File: src/rtl/gyro_disp_pkg.sv
// Shared types and constants for the gyro display scheduler.
package gyro_disp_pkg;

    // Refresh sequencer states.
    typedef enum logic [1:0] {
        IDLE  = 2'd0,
        LOAD  = 2'd1,
        START = 2'd2,
        WAIT  = 2'd3
    } state_e;

    // Axis codes as delivered by the SPI interface.
    localparam logic [1:0] AXIS_X    = 2'd0;
    localparam logic [1:0] AXIS_Y    = 2'd1;
    localparam logic [1:0] AXIS_Z    = 2'd2;
    localparam logic [1:0] AXIS_TEMP = 2'd3;

    // Auto-rotate order X -> Y -> Z -> TEMP -> X.
    function automatic logic [1:0] next_axis(input logic [1:0] axis);
        return axis + 2'd1;
    endfunction

endpackage

File: src/rtl/refresh_tick_gen.sv
// Free-running divider producing a one-cycle tick every DIV clocks.
// The tick is registered and high in the cycle where the count equals DIV-1.
module refresh_tick_gen #(
    parameter int DIV = 100000
) (
    input  logic clk,
    input  logic rst,
    output logic tick
);

    localparam int            CW   = (DIV > 1) ? $clog2(DIV) : 1;
    localparam logic [CW-1:0] LAST = CW'(DIV - 1);
    localparam logic [CW-1:0] PRE  = CW'(DIV - 2);

    logic [CW-1:0] count_r;
    logic          tick_r;

    // Count 0..DIV-1 and raise the tick one cycle ahead so it lines up with LAST.
    always_ff @(posedge clk) begin
        if (rst) begin
            count_r <= '0;
            tick_r  <= 1'b0;
        end else begin
            if (count_r == LAST) begin
                count_r <= '0;
            end else begin
                count_r <= count_r + CW'(1);
            end
            tick_r <= (count_r == PRE);
        end
    end

    assign tick = tick_r;

endmodule

File: src/rtl/gyro_display_scheduler.sv
// Gyro display scheduler: banks the latest sample per axis, and on every
// refresh tick presents one axis as a held sel/data pair with a start pulse.
module gyro_display_scheduler
    import gyro_disp_pkg::*;
#(
    parameter int REFRESH_DIV  = 100000,
    parameter int BCD_WAIT     = 32,
    parameter int ROTATE_COUNT = 2000
) (
    input  logic        clk,
    input  logic        rst,
    input  logic        samp_valid,
    input  logic [1:0]  samp_axis,
    input  logic [15:0] samp_data,
    input  logic        freeze,
    input  logic        auto_rotate,
    input  logic [1:0]  axis_sw,
    output logic [1:0]  sel,
    output logic [15:0] data,
    output logic        start,
    output logic        busy
);

    localparam int            WW        = (BCD_WAIT > 1) ? $clog2(BCD_WAIT) : 1;
    localparam int            RW        = $clog2(ROTATE_COUNT + 1);
    localparam logic [WW-1:0] WAIT_LOAD = WW'(BCD_WAIT - 1);
    localparam logic [RW-1:0] ROT_LAST  = RW'(ROTATE_COUNT - 1);

    state_e        state_r;
    state_e        state_nxt_s;
    logic          tick_s;
    logic          take_s;
    logic          refresh_done_s;
    logic          pending_r;
    logic [WW-1:0] wait_cnt_r;
    logic [RW-1:0] refresh_cnt_r;
    logic [1:0]    rot_axis_r;
    logic          auto_prev_r;
    logic [15:0]   bank_r [4];
    logic [1:0]    axis_s;
    logic [15:0]   load_data_s;
    logic          samp_wr_s;
    logic [1:0]    sel_r;
    logic [15:0]   data_r;
    logic          start_r;
    logic          busy_r;

    refresh_tick_gen #(.DIV(REFRESH_DIV)) u_tick (
        .clk  (clk),
        .rst  (rst),
        .tick (tick_s)
    );

    assign samp_wr_s = samp_valid & ~freeze;
    assign axis_s    = auto_rotate ? rot_axis_r : axis_sw;

    // Value captured at LOAD: a same-cycle write to the chosen axis bypasses the bank.
    always_comb begin
        load_data_s = bank_r[axis_s];
        if (samp_wr_s && (samp_axis == axis_s)) begin
            load_data_s = samp_data;
        end else begin
            load_data_s = bank_r[axis_s];
        end
    end

    // Next-state logic for the refresh sequence.
    always_comb begin
        state_nxt_s    = state_r;
        take_s         = 1'b0;
        refresh_done_s = 1'b0;
        case (state_r)
            IDLE: begin
                if (tick_s || pending_r) begin
                    state_nxt_s = LOAD;
                    take_s      = 1'b1;
                end else begin
                    state_nxt_s = IDLE;
                end
            end
            LOAD:  state_nxt_s = START;
            START: state_nxt_s = WAIT;
            WAIT: begin
                if (wait_cnt_r == '0) begin
                    state_nxt_s    = IDLE;
                    refresh_done_s = 1'b1;
                end else begin
                    state_nxt_s = WAIT;
                end
            end
            default: state_nxt_s = IDLE;
        endcase
    end

    // State register plus registered start/busy decoded from the next state.
    always_ff @(posedge clk) begin
        if (rst) begin
            state_r <= IDLE;
            start_r <= 1'b0;
            busy_r  <= 1'b0;
        end else begin
            state_r <= state_nxt_s;
            start_r <= (state_nxt_s == START);
            busy_r  <= (state_nxt_s != IDLE);
        end
    end

    // Single-deep pending refresh for ticks that arrive mid-refresh.
    always_ff @(posedge clk) begin
        if (rst) begin
            pending_r <= 1'b0;
        end else if (take_s) begin
            pending_r <= 1'b0;
        end else if (tick_s && (state_r != IDLE)) begin
            pending_r <= 1'b1;
        end else begin
            pending_r <= pending_r;
        end
    end

    // Conversion-window counter: loaded in START, counted down through WAIT.
    always_ff @(posedge clk) begin
        if (rst) begin
            wait_cnt_r <= '0;
        end else if (state_r == START) begin
            wait_cnt_r <= WAIT_LOAD;
        end else if ((state_r == WAIT) && (wait_cnt_r != '0)) begin
            wait_cnt_r <= wait_cnt_r - WW'(1);
        end else begin
            wait_cnt_r <= wait_cnt_r;
        end
    end

    // sel/data change only at the end of LOAD and hold otherwise.
    always_ff @(posedge clk) begin
        if (rst) begin
            sel_r  <= 2'd0;
            data_r <= 16'd0;
        end else if (state_r == LOAD) begin
            sel_r  <= axis_s;
            data_r <= load_data_s;
        end else begin
            sel_r  <= sel_r;
            data_r <= data_r;
        end
    end

    // Latest-sample bank, one register per axis; freeze discards writes.
    always_ff @(posedge clk) begin
        if (rst) begin
            for (int i = 0; i < 4; i++) begin
                bank_r[i] <= 16'd0;
            end
        end else if (samp_wr_s) begin
            bank_r[samp_axis] <= samp_data;
        end else begin
            bank_r <= bank_r;
        end
    end

    // Auto-rotate: count completed refreshes, step the axis, resync on enable.
    always_ff @(posedge clk) begin
        if (rst) begin
            refresh_cnt_r <= '0;
            rot_axis_r    <= AXIS_X;
            auto_prev_r   <= 1'b0;
        end else begin
            auto_prev_r <= auto_rotate;
            if (auto_rotate && !auto_prev_r) begin
                rot_axis_r    <= axis_sw;
                refresh_cnt_r <= '0;
            end else begin
                if (refresh_done_s) begin
                    if (refresh_cnt_r == ROT_LAST) begin
                        refresh_cnt_r <= '0;
                        if (auto_rotate) begin
                            rot_axis_r <= next_axis(rot_axis_r);
                        end else begin
                            rot_axis_r <= axis_sw;
                        end
                    end else begin
                        refresh_cnt_r <= refresh_cnt_r + RW'(1);
                    end
                end else begin
                    refresh_cnt_r <= refresh_cnt_r;
                end
                if (!auto_rotate) begin
                    rot_axis_r <= axis_sw;
                end else begin
                    rot_axis_r <= rot_axis_r;
                    if (refresh_done_s && (refresh_cnt_r == ROT_LAST)) begin
                        rot_axis_r <= next_axis(rot_axis_r);
                    end else begin
                        rot_axis_r <= rot_axis_r;
                    end
                end
            end
        end
    end

    assign sel   = sel_r;
    assign data  = data_r;
    assign start = start_r;
    assign busy  = busy_r;

endmodule

File: config.mk
export PLATFORM = sky130hd
export DESIGN_NAME = gyro_display_scheduler
export DESIGN_NICKNAME = d
export VERILOG_FILES = /design/src/rtl/gyro_disp_pkg.sv /design/src/rtl/refresh_tick_gen.sv /design/src/rtl/gyro_display_scheduler.sv
export SDC_FILE = /design/constraint.sdc
export NUM_CORES = 1
export LEC_CHECK = 0
export CORE_ASPECT_RATIO = 0.8
export CORE_UTILIZATION = 38
export DETAILED_ROUTE_END_ITERATION = 12
export HOLD_SLACK_MARGIN = 0.12
export PLACE_DENSITY = 0.58
export SLEW_MARGIN = 20
export SYNTH_ARGS = -nofsm -noshare
export SYNTH_HDL_FRONTEND = slang
export SYNTH_SLANG_ARGS = --single-unit
File: constraint.sdc
create_clock -name clk -period 8.3 [get_ports clk]
set_clock_uncertainty 0.15 [all_clocks]
set_input_delay 1.66 -clock clk [delete_from_list [all_inputs] [get_ports clk]]
set_output_delay 1.66 -clock clk [all_outputs]
set_load 0.005 [all_outputs]
=== Word-level counts from Yosys, hierarchy flattened ===
Index checks and enable logic that the tools add are counted.

* Bits in registers: 124
* Bits of input ports: 25
* Output and inout port bits: 20
* Logic and storage cells: 74

* Add/sub/neg operators: 4
* $lt $le $gt $ge: 3
* Equality and inequality tests: 9
* Mux-type cells: 21
* Bitwise logic cells: 4
* Reduce and logical (&&, ||, !) cells: 17

{| class="wikitable"
|+ Operators by type and width
! cell !! count
|-
| $bwmux W64 || 1
|-
| $mux W16 || 4
|-
| $eq A17 B17 Y1 const B || 2
|-
| $bmux W16 S2 || 1
|-
| $demux W16 S2 || 1
|-
| $add A17 B1 Y17 const B || 1
|-
| $add A11 B1 Y11 const B || 1
|-
| $eq A11 B11 Y1 const B || 1
|-
| $mux W11 || 1
|-
| $mux W2 || 5
|-
| $mux W5 || 2
|-
| $pmux W2 S4 || 1
|-
| $eq A2 B2 Y1 const B || 3
|-
| $ge A3 B3 Y1 const B || 2
|-
| $logic_and A1 B1 Y1 || 6
|-
| $not A2 Y3 || 2
|-
| $reduce_bool A2 Y1 || 3
|-
| $reduce_or A2 Y1 || 3
|-
| $logic_not A5 Y1 || 1
|-
| $mux W1 || 5
|-
| $reduce_bool A5 Y1 || 1
|-
| $sub A5 B1 Y5 const B || 1
|-
| $lt A3 B1 Y1 const B || 1
|-
| $ne A3 B1 Y1 const B || 1
|-
| other kinds (8) || 8
|}

=== Longest topological paths before layout ===
Gate-level depths: netlist of the first run.

* Depth after elaboration: 7
* Gate-level depth with buffers: 8
* Gate-level depth less buffers: 6

=== Cells and area by module ===
From an unflattened synthesis of the first run, not the netlist that was laid out.

* Cells, all modules: 593
* Area total of the unflattened synthesis: 5,351.4 um2

{| class="wikitable"
|+ By module, submodules not included
! module !! instances !! cells an instance !! area an instance (um2) !! seq. area each (um2)
|-
| gyro_display_scheduler || 1 || 502 || 4,520.6 || 2,122.0
|-
| refresh_tick_gen || 1 || 91 || 830.8 || 360.3
|}

=== Worst setup path after synthesis of the first run ===
OpenSTA, ideal clock, no wires.

* Path type: input port to flip-flop
* From: input auto_rotate
* To: register data_r[10] (netlist: data[10])
* Setup time: 122 ps
* Data arrival time: 3,556 ps
* Setup slack: 4,472 ps
* Stages on the path: 5
* Path buffers: 2
* Cell sequence: buf_2 -> mux2i_4 -> clkbuf_1 -> mux4_2 -> a221o_1

* Word-level cells in the longest chain between the ends: 6

{| class="wikitable"
|+ RTL lines
! what !! RTL line !! RTL
|-
| from (decl) || gyro_display_scheduler.sv:16 || <nowiki>input logic auto_rotate,</nowiki>
|-
| $mux W2 (*) || gyro_display_scheduler.sv:55 || <nowiki>assign axis_s = auto_rotate ? rot_axis_r : axis_sw;</nowiki>
|-
| $not A2 Y3 (not written as such) || gyro_display_scheduler.sv:63 || <nowiki>load_data_s = bank_r[axis_s];</nowiki>
|-
| $bmux W16 S2 || gyro_display_scheduler.sv:63 ||
|-
| $mux W16 (not written as such) (2 in series) || gyro_display_scheduler.sv:63 ||
|-
| $mux W16 (*) || gyro_display_scheduler.sv:60 || <nowiki>if (samp_wr_s && (samp_axis == axis_s)) begin</nowiki>
|-
| to (signal assigned) || gyro_display_scheduler.sv:141 || <nowiki>data_r <= load_data_s;</nowiki>
|-
| to (signal assigned) || gyro_display_scheduler.sv:144 || <nowiki>data_r <= data_r;</nowiki>
|-
| to (decl) || gyro_display_scheduler.sv:44 || <nowiki>logic [15:0] data_r;</nowiki>
|}

Mark *: on every way between the ends. The rest lies on a longest branch, timed or not. The select of a mux whose other input is x is not followed.
A chain may end at the register's enable or synchronous reset.

=== Final worst setup path of the first run ===
* From: input auto_rotate
* To: register data_r[15] (netlist: data[15])

The elaborated chain is that of the path after synthesis.

==> qor.csv, run 1 <==
stage;metric;value;unit
run_status;outcome;complete, no violations;
routing;ant_nets;0;
floorplan;dieArea;14300;µm²
final_layout;regArea;2480;µm²
synthesis;ys_ff_latch;124;
synthesis;ys_seq_area_frac;0.474;
sta;maxSlewHeadroom;0.275;
synthesis;synth_warnings;0;
floorplan;coreArea;13100;µm²
grt;grt_pass1_wl;21000;µm
routing;drt_iter0_markers;245;
routing;wl;12800;µm
final_layout;fin_util;0.486;
worst_setup_path;crit_fanout;18;
clocking;cts_made_buffers;17;
synthesis;synth-main-ff-cell;dfxtp_1;
sta;rsz0062_at_grt;false;
sta;fin_crit;3930;ps
final_layout;fin_area;6390;µm²
grt;overflow;0;
clocking;max-clock-path-buffers;2;
final_layout;multiInputGateArea;2600;µm²
worst_setup_path;worstSetupPathType;primary input to flip-flop;
worst_setup_path;cp.required;8500;ps
clocking;cts_tree;built;
clocking;htreeDepth;4;
floorplan;num_rows;37;
worst_setup_path;worstPathArrival;4130;ps
worst_setup_path;worst-r2r-setup-slack;5640;ps
worst_setup_path;r2r-end;refresh_cnt_r[0];
sta;setup_viol;0;
routing;firstDrtPassIters;4;
power;peakVddDrop;0.150;mV
hold_path;hp-start;bank_r[53];
hold_path;hold-path-endpoint;bank_r[53];
sta;hold_viol;0;
power;powerDensity;221;nW/µm²
place;dpl-instance-area;5800;µm²
worst_setup_path;ff2ff_path_depth;6;
final_layout;n_antenna_cell;0;
sta;fin_crit_sh;0.474;
place;gp_congestion;0.769;
floorplan;ios;45;
sta;fin_tns_setup;0;ps
place;portBuffers;44;
floorplan;die_w;133;µm
final_layout;layout.cells.most_common;nand2_1;
clocking;cts_resized;0;
routing;vias;4327;
grt;track_usage;0.190;
floorplan;start_util;0.399;
hold_path;min_path_type;flip-flop to flip-flop;
power;p_leak;2.17;nW
synthesis;syn_nets;625;
sta;whs;301;ps
clocking;cts-root-buf;clkbuf_16;
synthesis;synthArstFlopShare;0;
clocking;clk_latency;410;ps
clocking;cts.sinks;124;
clocking;ctsHoldBuffers;0;
synthesis;ys_types;42;
clocking;cts.clk_slew.worst_paths;50;ps
worst_setup_path;end_kind;flip-flop;
final_layout;syn2layout_area_growth;21.9;%
grt;antenna_found_initial;0;
clocking;cts_setup_buffers;0;
final_layout;layout_common_cells;143 x nand2_1, 124 x dfxtp_1, 75 x a21oi_1;
synthesis;syn-mean-instance-area;8.79;µm²
synthesis;synth_cells;596;
sta;fmax;254;MHz
synthesis;synth_edf_count;0;
sta;worst_pin_slew;1080;ps
routing;wire_per_inst;15.7;µm
routing;vias_per_cell;5.31;
sta;maxSlewViolCount;0;
hold_path;holdPathStages;2;
grt;first_global_vias;4247;
run;max_cap_violations;0;
routing;remaining_drc_errors;0;
place;hpwl;8100;µm
synthesis;synthesis.area;5240;µm²
floorplan;die_y;107;µm
final_layout;fillCellCount;1268;
grt;grt_start_max_net_pins;48;
final_layout;final_nets;658;
worst_setup_path;r2r-start;wait_cnt_r[0];
final_layout;drive_gt1_frac;0.0906;
worst_setup_path;crit_path_start_kind;primary input;
==> kinds of logic (layout without fill, tap and decap cells) <==
logic type,count (synthesis),after routing,synth area share
AOI/OAI and AO/OA,117,117,0.134
adders and majority gates,4,4,0.00955
muxes,18,18,0.0774
xor gates and xnor gates,19,19,0.0318
and+or+nand+nor,271,271,0.242
DFF,124,124,0.474
buffers and inverters,43,87,0.0315
==> state kept, by name, summed over array words and instances (netlist names), 2 cells and up <==
signal          cells
bank_r             64
data               16
refresh_cnt_r      11
rot_axis_r          2
sel                 2
state_r             2
u_tick.count_r     17
wait_cnt_r          5
==> worst max path at each step <==
| stage | start | to | cells past startpoint |
|---|---|---|---|
| 6_report | auto_rotate | data[15] | 6 |
| 5_1_grt | auto_rotate | data[6] | 6 |
| 4_1_cts | auto_rotate | data[15] | 6 |
| 3_5_place_dp | auto_rotate | data[5] | 6 |
| 3_3_place_gp | auto_rotate | data[9] | 6 |
| 2_1_floorplan | auto_rotate | data[10] | 5 |
==> through the flow <==
step                std cells  power (W)  setup WS (ps)
CTS                       815    0.00142           4380
finish                    815    0.00141           4370
floorplan                 596   0.000662           4470
detailed placement        785   0.000692           3960
global placement          785   0.000690           4010
global route              815    0.00146           4210
==> cell usage after synthesis (all sizes together) (3+ instances only) <==
master / count / area share
nor2b: 5 / 0.0060
nand3: 12 / 0.011
mux4: 16 / 0.069
a221o: 16 / 0.031
or3: 8 / 0.0096
xor2: 10 / 0.017
clkbuf: 33 / 0.024
nand3b: 3 / 0.0043
and3: 3 / 0.0036
buf: 3 / 0.0029
o21ai: 12 / 0.011
ha: 4 / 0.0096
nor2: 37 / 0.027
inv: 7 / 0.0050
nor3: 6 / 0.0057
dfxtp: 124 / 0.47
and2: 21 / 0.025
xnor2: 9 / 0.015
nand4: 8 / 0.0096
a21oi: 75 / 0.072
nand2: 143 / 0.10
or4: 8 / 0.013
a211oi: 5 / 0.0072
nand2b: 3 / 0.0036
==> routing by layer <==
layer	track usage	wire length [µm]	part of all wire	up-vias
li1	-	-	-	2147
met5	0	0	0	-
met1	0.247	6030	0.47	2049
met4	0.0812	225	0.018	0
met2	0.303	5820	0.46	115
met3	0.0426	700	0.055	16
==> power breakdown <==
part           switching (W)  internal (W)
Sequential        0.00000574      0.000605
Combinational      0.0000407     0.0000289
Clock               0.000254      0.000476
==> layout make-up <==
type / instances / share of cell area
inverters: 7 / 0.00411
repair buffers: 50 / 0.0752
flip-flops and latches: 124 / 0.388
well taps: 175 / 0.0343
multi-input cells: 429 / 0.406
clock inverters: 7 / 0.0137
clock buffers: 23 / 0.0779
==> worst max-delay path, cell delays in order <==
cell	delay, ps
clkdlybuf4s50_1	650
mux2i_4	270
buf_4	350
xor2_1	210
and4_1	700
a221o_1	270
(Power assumes the default switching activity.)
==> inputs of run 2 (changes only) <==
==> constraint.sdc (replaced) <==
create_clock -name clk -period 4 [get_ports clk]
set_clock_uncertainty 0.15 [all_clocks]
set_input_delay 0.8 -clock clk [delete_from_list [all_inputs] [get_ports clk]]
set_output_delay 0.8 -clock clk [all_outputs]
set_load 0.005 [all_outputs]
==> run 2 against run 1 <==
  * First-iteration DRC count grew 31%
  * Utilization about the same
  * Cell area hardly changed
  * Sequential share of layout area is essentially flat
  * Critical endpoint is now data[9]
  * Worst setup slack worse by 3400 ps
  * Highest routed layer unchanged
  * Register-to-register slack lost 4300 ps
  * Routed wire length decreased by 0.14%
  * Worst hold slack better by 2.2 ps
==> qor.csv, run 2 (synthesized netlist as in run 1, its figures left out) <==
stage;metric;value;unit;change
floorplan;die_y;107;µm;unchanged
sta;worst_slack;989;ps;-3380 ps
final_layout;drive_gt1_frac;0.0930;;+0.00240
grt;track_usage;0.191;;+0.00134
worst_setup_path;end_kind;flip-flop;;
power;p_leak;2.17;nW;about the same
final_layout;syn2layout_area_growth;21.8;%;about the same
final_layout;regMostFlops;bank_r;;
worst_setup_path;cp.required;4200;ps;-4300 ps
sta;rsz0062_at_grt;false;;
floorplan;start_util;0.399;;unchanged
sta;fin_crit_sh;0.753;;
clocking;htreeDepth;4;;unchanged
final_layout;layout.cells.most_common;nand2_1;;
final_layout;layout_common_cells;143 x nand2_1, 124 x dfxtp_1, 75 x a21oi_1;;
sta;fmax;332;MHz;
final_layout;n_antenna_cell;0;;unchanged
worst_setup_path;crit_chain;clkdlybuf4s50_1 > mux2i_4 > xor2_1 > a31oi_1 > buf_4 > a221o_1;;
clocking;cts.clk_slew.worst_paths;50;ps;about the same
sta;maxSlewHeadroom;0.335;;+0.0594
power;peakVddDrop;0.272;mV;+82%
grt;first_global_vias;4189;;-1.4%
power;powerDensity;447;nW/µm²;+100%
sta;fin_crit;3010;ps;
routing;vias_per_cell;5.30;;-0.15%
place;hpwl;8440;µm;+4.2%
routing;firstDrtPassIters;5;;+1
worst_setup_path;crit_fanout;9;;-9
clocking;cts_made_buffers;17;;unchanged
sta;maxSlewViolCount;0;;unchanged
clocking;clk_latency;410;ps;about the same
worst_setup_path;crit_path_start_kind;primary input;;
final_layout;final_nets;661;;+0.46%
grt;grt_pass1_wl;21200;µm;+0.69%
floorplan;num_rows;37;;unchanged
clocking;cts_resized;0;;unchanged
worst_setup_path;cp_slowest_stage_delay;800;ps;+100 ps
grt;antenna_found_initial;0;;unchanged
sta;whs;303;ps;+2.19 ps
worst_setup_path;cp_slowest_cell;a31oi_1;;
clocking;cts-root-buf;clkbuf_16;;
hold_path;min_path_type;flip-flop to flip-flop;;
place;portBuffers;44;;unchanged
routing;vias;4347;;+0.46%
place;placed_cells;788;;+0.38%
floorplan;ios;45;;unchanged
clocking;cts.sinks;124;;unchanged
sta;setup_viol;0;;unchanged
clocking;ctsHoldBuffers;0;;unchanged
routing;remaining_drc_errors;0;;unchanged
floorplan;coreArea;13100;µm²;unchanged
worst_setup_path;worstPathArrival;3210;ps;-920 ps
grt;grt_start_max_net_pins;68;;+42%
final_layout;largest_reg_flops;64;;unchanged
place;gp_congestion;0.743;;-3.3%
grt;overflow;0;;unchanged
clocking;cts_setup_buffers;0;;unchanged
sta;fin_tns_setup;0;ps;unchanged
place;pre_cts_ws;559;ps;-3400 ps
sta;worst_pin_slew;994;ps;-88.8 ps
run_status;outcome;complete, no violations;;
sta;hold_viol;0;;unchanged
floorplan;dieArea;14300;µm²;unchanged
floorplan;die_w;133;µm;unchanged
worst_setup_path;worstSetupPathType;primary input to flip-flop;;
run;max_cap_violations;0;;unchanged
routing;drt_iter0_markers;320;;+31%
clocking;cts_tree;built;;
clocking;max-clock-path-buffers;2;;unchanged
routing;wire_per_inst;15.6;µm;-0.75%
routing;wl;12800;µm;-0.14%
routing;ant_nets;0;;unchanged
final_layout;finalNonFillerCells;820;;+0.61%
## run 2: final timing paths
kind                               startpoint  slack, ps  cells after the start               end
worst max register to register  wait_cnt_r[0]       1350                      6  refresh_cnt_r[3]
worst min register to register     bank_r[43]        300                      2        bank_r[43]
worst max-delay path              auto_rotate        990                      6           data[9]
worst min-delay path               bank_r[43]        300                      2        bank_r[43]
## run 2: layer usage
metal	routed length, µm	part of all wire	global-route usage	vias up
met2	5700	0.45	0.295	102
li1	-	-	-	2146
met4	204	0.016	0.0674	0
met3	774	0.061	0.0506	15
met1	6080	0.48	0.257	2084
met5	0	0	0	-
## run 2: through the flow
stage / instance area, µm² / util / total power (W)
3_3_place_gp: 5820 / 0.443 / 0.00143
6_report: 6380 / 0.486 / 0.00285
5_1_grt: 6380 / 0.486 / 0.00296
4_1_cts: 6380 / 0.485 / 0.00288
3_5_place_dp: 5820 / 0.443 / 0.00144
2_1_floorplan: 5240 / - / 0.00137
## run 2: final cells by class
cell class	count	area [µm²]
flip-flops and latches	124	2480
fillers	1261	6760
multi-input cells	429	2600
clock buffers	25	495
clock inverters	7	62.6
well taps	175	219
repair buffers	53	503
inverters	7	26.3
## run 2: power by group
part | internal, W | leakage [nW] | switching, W
clock network | 0.000914 | 0.277 | 0.000528
logic | 0.0000614 | 0.888 | 0.0000846
registers | 0.00125 | 1.00 | 0.0000117
total | 0.00223 | 2.17 | 0.000624
## run 2: worst max-delay path: cells and delay by family
kind,cells,cell delay (ps)
xor+xnor,1,120
mux,1,350
buf+inv,2,970
compound gates,2,960
==> inputs of run 3 (changes only) <==
--- a/config.mk
+++ b/config.mk
@@ -9,7 +9,7 @@
 export CORE_UTILIZATION = 38
 export DETAILED_ROUTE_END_ITERATION = 12
 export HOLD_SLACK_MARGIN = 0.12
-export PLACE_DENSITY = 0.58
+export PLACE_DENSITY = 0.6
 export SLEW_MARGIN = 20
 export SYNTH_ARGS = -nofsm -noshare
 export SYNTH_HDL_FRONTEND = slang
==> constraint.sdc (replaced) <==
create_clock -name clk -period 2.7 [get_ports clk]
set_clock_uncertainty 0.15 [all_clocks]
set_input_delay 0.54 -clock clk [delete_from_list [all_inputs] [get_ports clk]]
set_output_delay 0.54 -clock clk [all_outputs]
set_load 0.005 [all_outputs]
==> run 3 against run 2 <==
  * Total power increased by 48%
  * Critical endpoint is now rot_axis_r[1]
  * Final cell count rose by 1.6%
  * Via count up 2.4%
  * Non-clock buffer count is 13 higher
  * Utilization grew 0.96 points
==> qor.csv, run 3 (synthesized netlist as in run 1, its figures left out) <==
stage;metric;value;unit;change
sta;fin_crit;2600;ps;
sta;rsz0062_at_grt;false;;
clocking;htreeDepth;4;;unchanged
power;powerDensity;647;nW/µm²;+45%
worst_setup_path;worstSetupPathType;flip-flop to flip-flop;;
sta;maxSlewHeadroom;0.320;;-0.0145
worst_setup_path;worstPathArrival;2750;ps;-460 ps
clocking;max-clock-path-buffers;2;;unchanged
grt;overflow;0;;unchanged
worst_setup_path;end_kind;flip-flop;;
final_layout;largest_reg_flops;64;;unchanged
worst_setup_path;r2r-start;wait_cnt_r[0];;
final_layout;n_antenna_cell;0;;unchanged
power;clkPwrFrac;0.498;;-0.007
final_layout;finalNonFillerCells;833;;+1.6%
place;hpwl;8630;µm;+2.3%
place;placed_cells;801;;+1.6%
routing;remaining_drc_errors;0;;unchanged
sta;worst_slack;104;ps;-884 ps
worst_setup_path;ff2ff_path_depth;6;;unchanged
final_layout;drive_gt1_frac;0.114;;+0.0210
run_status;outcome;complete, no violations;;
grt;track_usage;0.194;;+0.00279
floorplan;dieArea;14300;µm²;unchanged
clocking;cts-root-buf;clkbuf_16;;
worst_setup_path;cp.required;2850;ps;-1350 ps
grt;grt_start_max_net_pins;48;;-29%
final_layout;regMostFlops;bank_r;;
sta;maxSlewViolCount;0;;unchanged
worst_setup_path;crit_path_start_kind;flip-flop;;
power;pwr-share-seq;0.445;;about the same
power;finalPower;0.00421;W;+48%
place;gp_congestion;0.799;;+7.4%
clocking;clk_latency;420;ps;about the same
final_layout;layout_common_cells;143 x nand2_1, 124 x dfxtp_1, 75 x a21oi_1;;
routing;drt_iter0_markers;244;;-24%
place;dpl-instance-area;5960;µm²;+2.3%
routing;vias;4450;;+2.4%
floorplan;die_w;133;µm;unchanged
floorplan;ios;45;;unchanged
power;p_int;0.00325;W;+46%
worst_setup_path;worst-r2r-setup-slack;100;ps;-1250 ps
power;peakVddDrop;0.423;mV;+55%
clocking;cts.sinks;124;;unchanged
sta;worst_pin_slew;1020;ps;+21.6 ps
place;pre_cts_ws;-92.6;ps;-652 ps
worst_setup_path;endpoint;rot_axis_r[1];;
hold_path;min_path_type;flip-flop to flip-flop;;
clocking;cts_made_buffers;17;;unchanged
grt;first_global_vias;4204;;+0.36%
final_layout;fin_area;6510;µm²;+2.0%
final_layout;final_nets;674;;+2.0%
clocking;cts_setup_buffers;0;;unchanged
place;portBuffers;44;;unchanged
sta;fin_crit_sh;0.961;;
sta;whs;302;ps;-0.897 ps
routing;wire_per_inst;15.6;µm;about the same
routing;firstDrtPassIters;5;;unchanged
clocking;cts_tree;built;;
floorplan;num_rows;37;;unchanged
power;p_leak;2.22;nW;+2.3%
hold_path;hp-start;bank_r[45];;
floorplan;start_util;0.399;;unchanged
sta;hold_viol;0;;unchanged
routing;vias_per_cell;5.34;;+0.77%
worst_setup_path;startpoint;wait_cnt_r[0];;
final_layout;layout.cells.most_common;nand2_1;;
sta;setup_viol;0;;unchanged
power;p_comb_frac;0.056;;+0.005
floorplan;coreArea;13100;µm²;unchanged
floorplan;die_y;107;µm;unchanged
worst_setup_path;r2r-end;rot_axis_r[1];;
worst_setup_path;crit_fanout;8;;-1
power;swShare;0.229;;+0.0107
final_layout;syn2layout_area_growth;24.3;%;
power;p_switching;0.000966;W;+55%
routing;ant_nets;0;;unchanged
run;max_cap_violations;0;;unchanged
grt;grt_pass1_wl;21400;µm;+1.1%
clocking;cts.clk_slew.worst_paths;50;ps;about the same
grt;antenna_found_initial;0;;unchanged
routing;wl;13000;µm;+1.6%
sta;fmax;385;MHz;
[run 3: cell types whose count changed in the layout (fill, tap and decap cells not counted), sizes merged]
cell / delta
clkinvlp: +4
clkbuf: -4
buf: +13
[run 3: power groups by stage]
stage | sequential [W] | combinational [W] | clock, W
final | 0.00188 | 0.000237 | 0.00210
after global routing | 0.00188 | 0.000255 | 0.00223
after CTS | 0.00188 | 0.000236 | 0.00214
after detailed placement | 0.00191 | 0.000235 | 0
after global placement | 0.00191 | 0.000230 | 0
after floorplan | 0.00191 | 0.000127 | 0
[run 3: worst min-delay path by stage]
stage / endpoint / slack (ps) / depth (start not counted)
2_1_floorplan: bank_r[16] / 280 / 2
3_3_place_gp: bank_r[0] / 290 / 2
3_5_place_dp: bank_r[43] / 290 / 2
4_1_cts: bank_r[43] / 300 / 2
5_1_grt: bank_r[44] / 330 / 2
6_report: bank_r[45] / 300 / 2
[run 3: metrics by stage]
stage | TNS (ps) | utilization
4_1_cts | 0 | 0.495
2_1_floorplan | 0 | -
3_5_place_dp | -1130 | 0.453
3_3_place_gp | -809 | 0.453
5_1_grt | 0 | 0.495
6_report | 0 | 0.495
[run 3: per-layer routing]
layer | GRT usage | vias to the layer above | wire length, µm
li1 | - | 2183 | -
met1 | 0.262 | 2148 | 6250
met2 | 0.302 | 102 | 5880
met3 | 0.0440 | 17 | 647
met4 | 0.0714 | 0 | 192
met5 | 0 | - | 0
[run 3: area by class of cell]
type / instances / area [µm²]
flip-flops and latches: 124 / 2480
well taps: 175 / 219
clock buffers: 21 / 450
multi-input cells: 429 / 2600
fillers: 1264 / 6640
inverters: 7 / 26.3
clock inverters: 11 / 96.3
repair buffers: 66 / 638
[run 3: repair_timing]
item,CTS,global route
hold buffers,0,0
gates resized for setup,0,1
setup endpoints to repair,0,1
[run 3: critical path, cell delays in order, from the launching register on]
cell and delay, ps:
dfxtp_1 340, inv_1 70, ha_1 220, or3b_4 450, or4_4 520, or4_1 410, a311oi_1 330
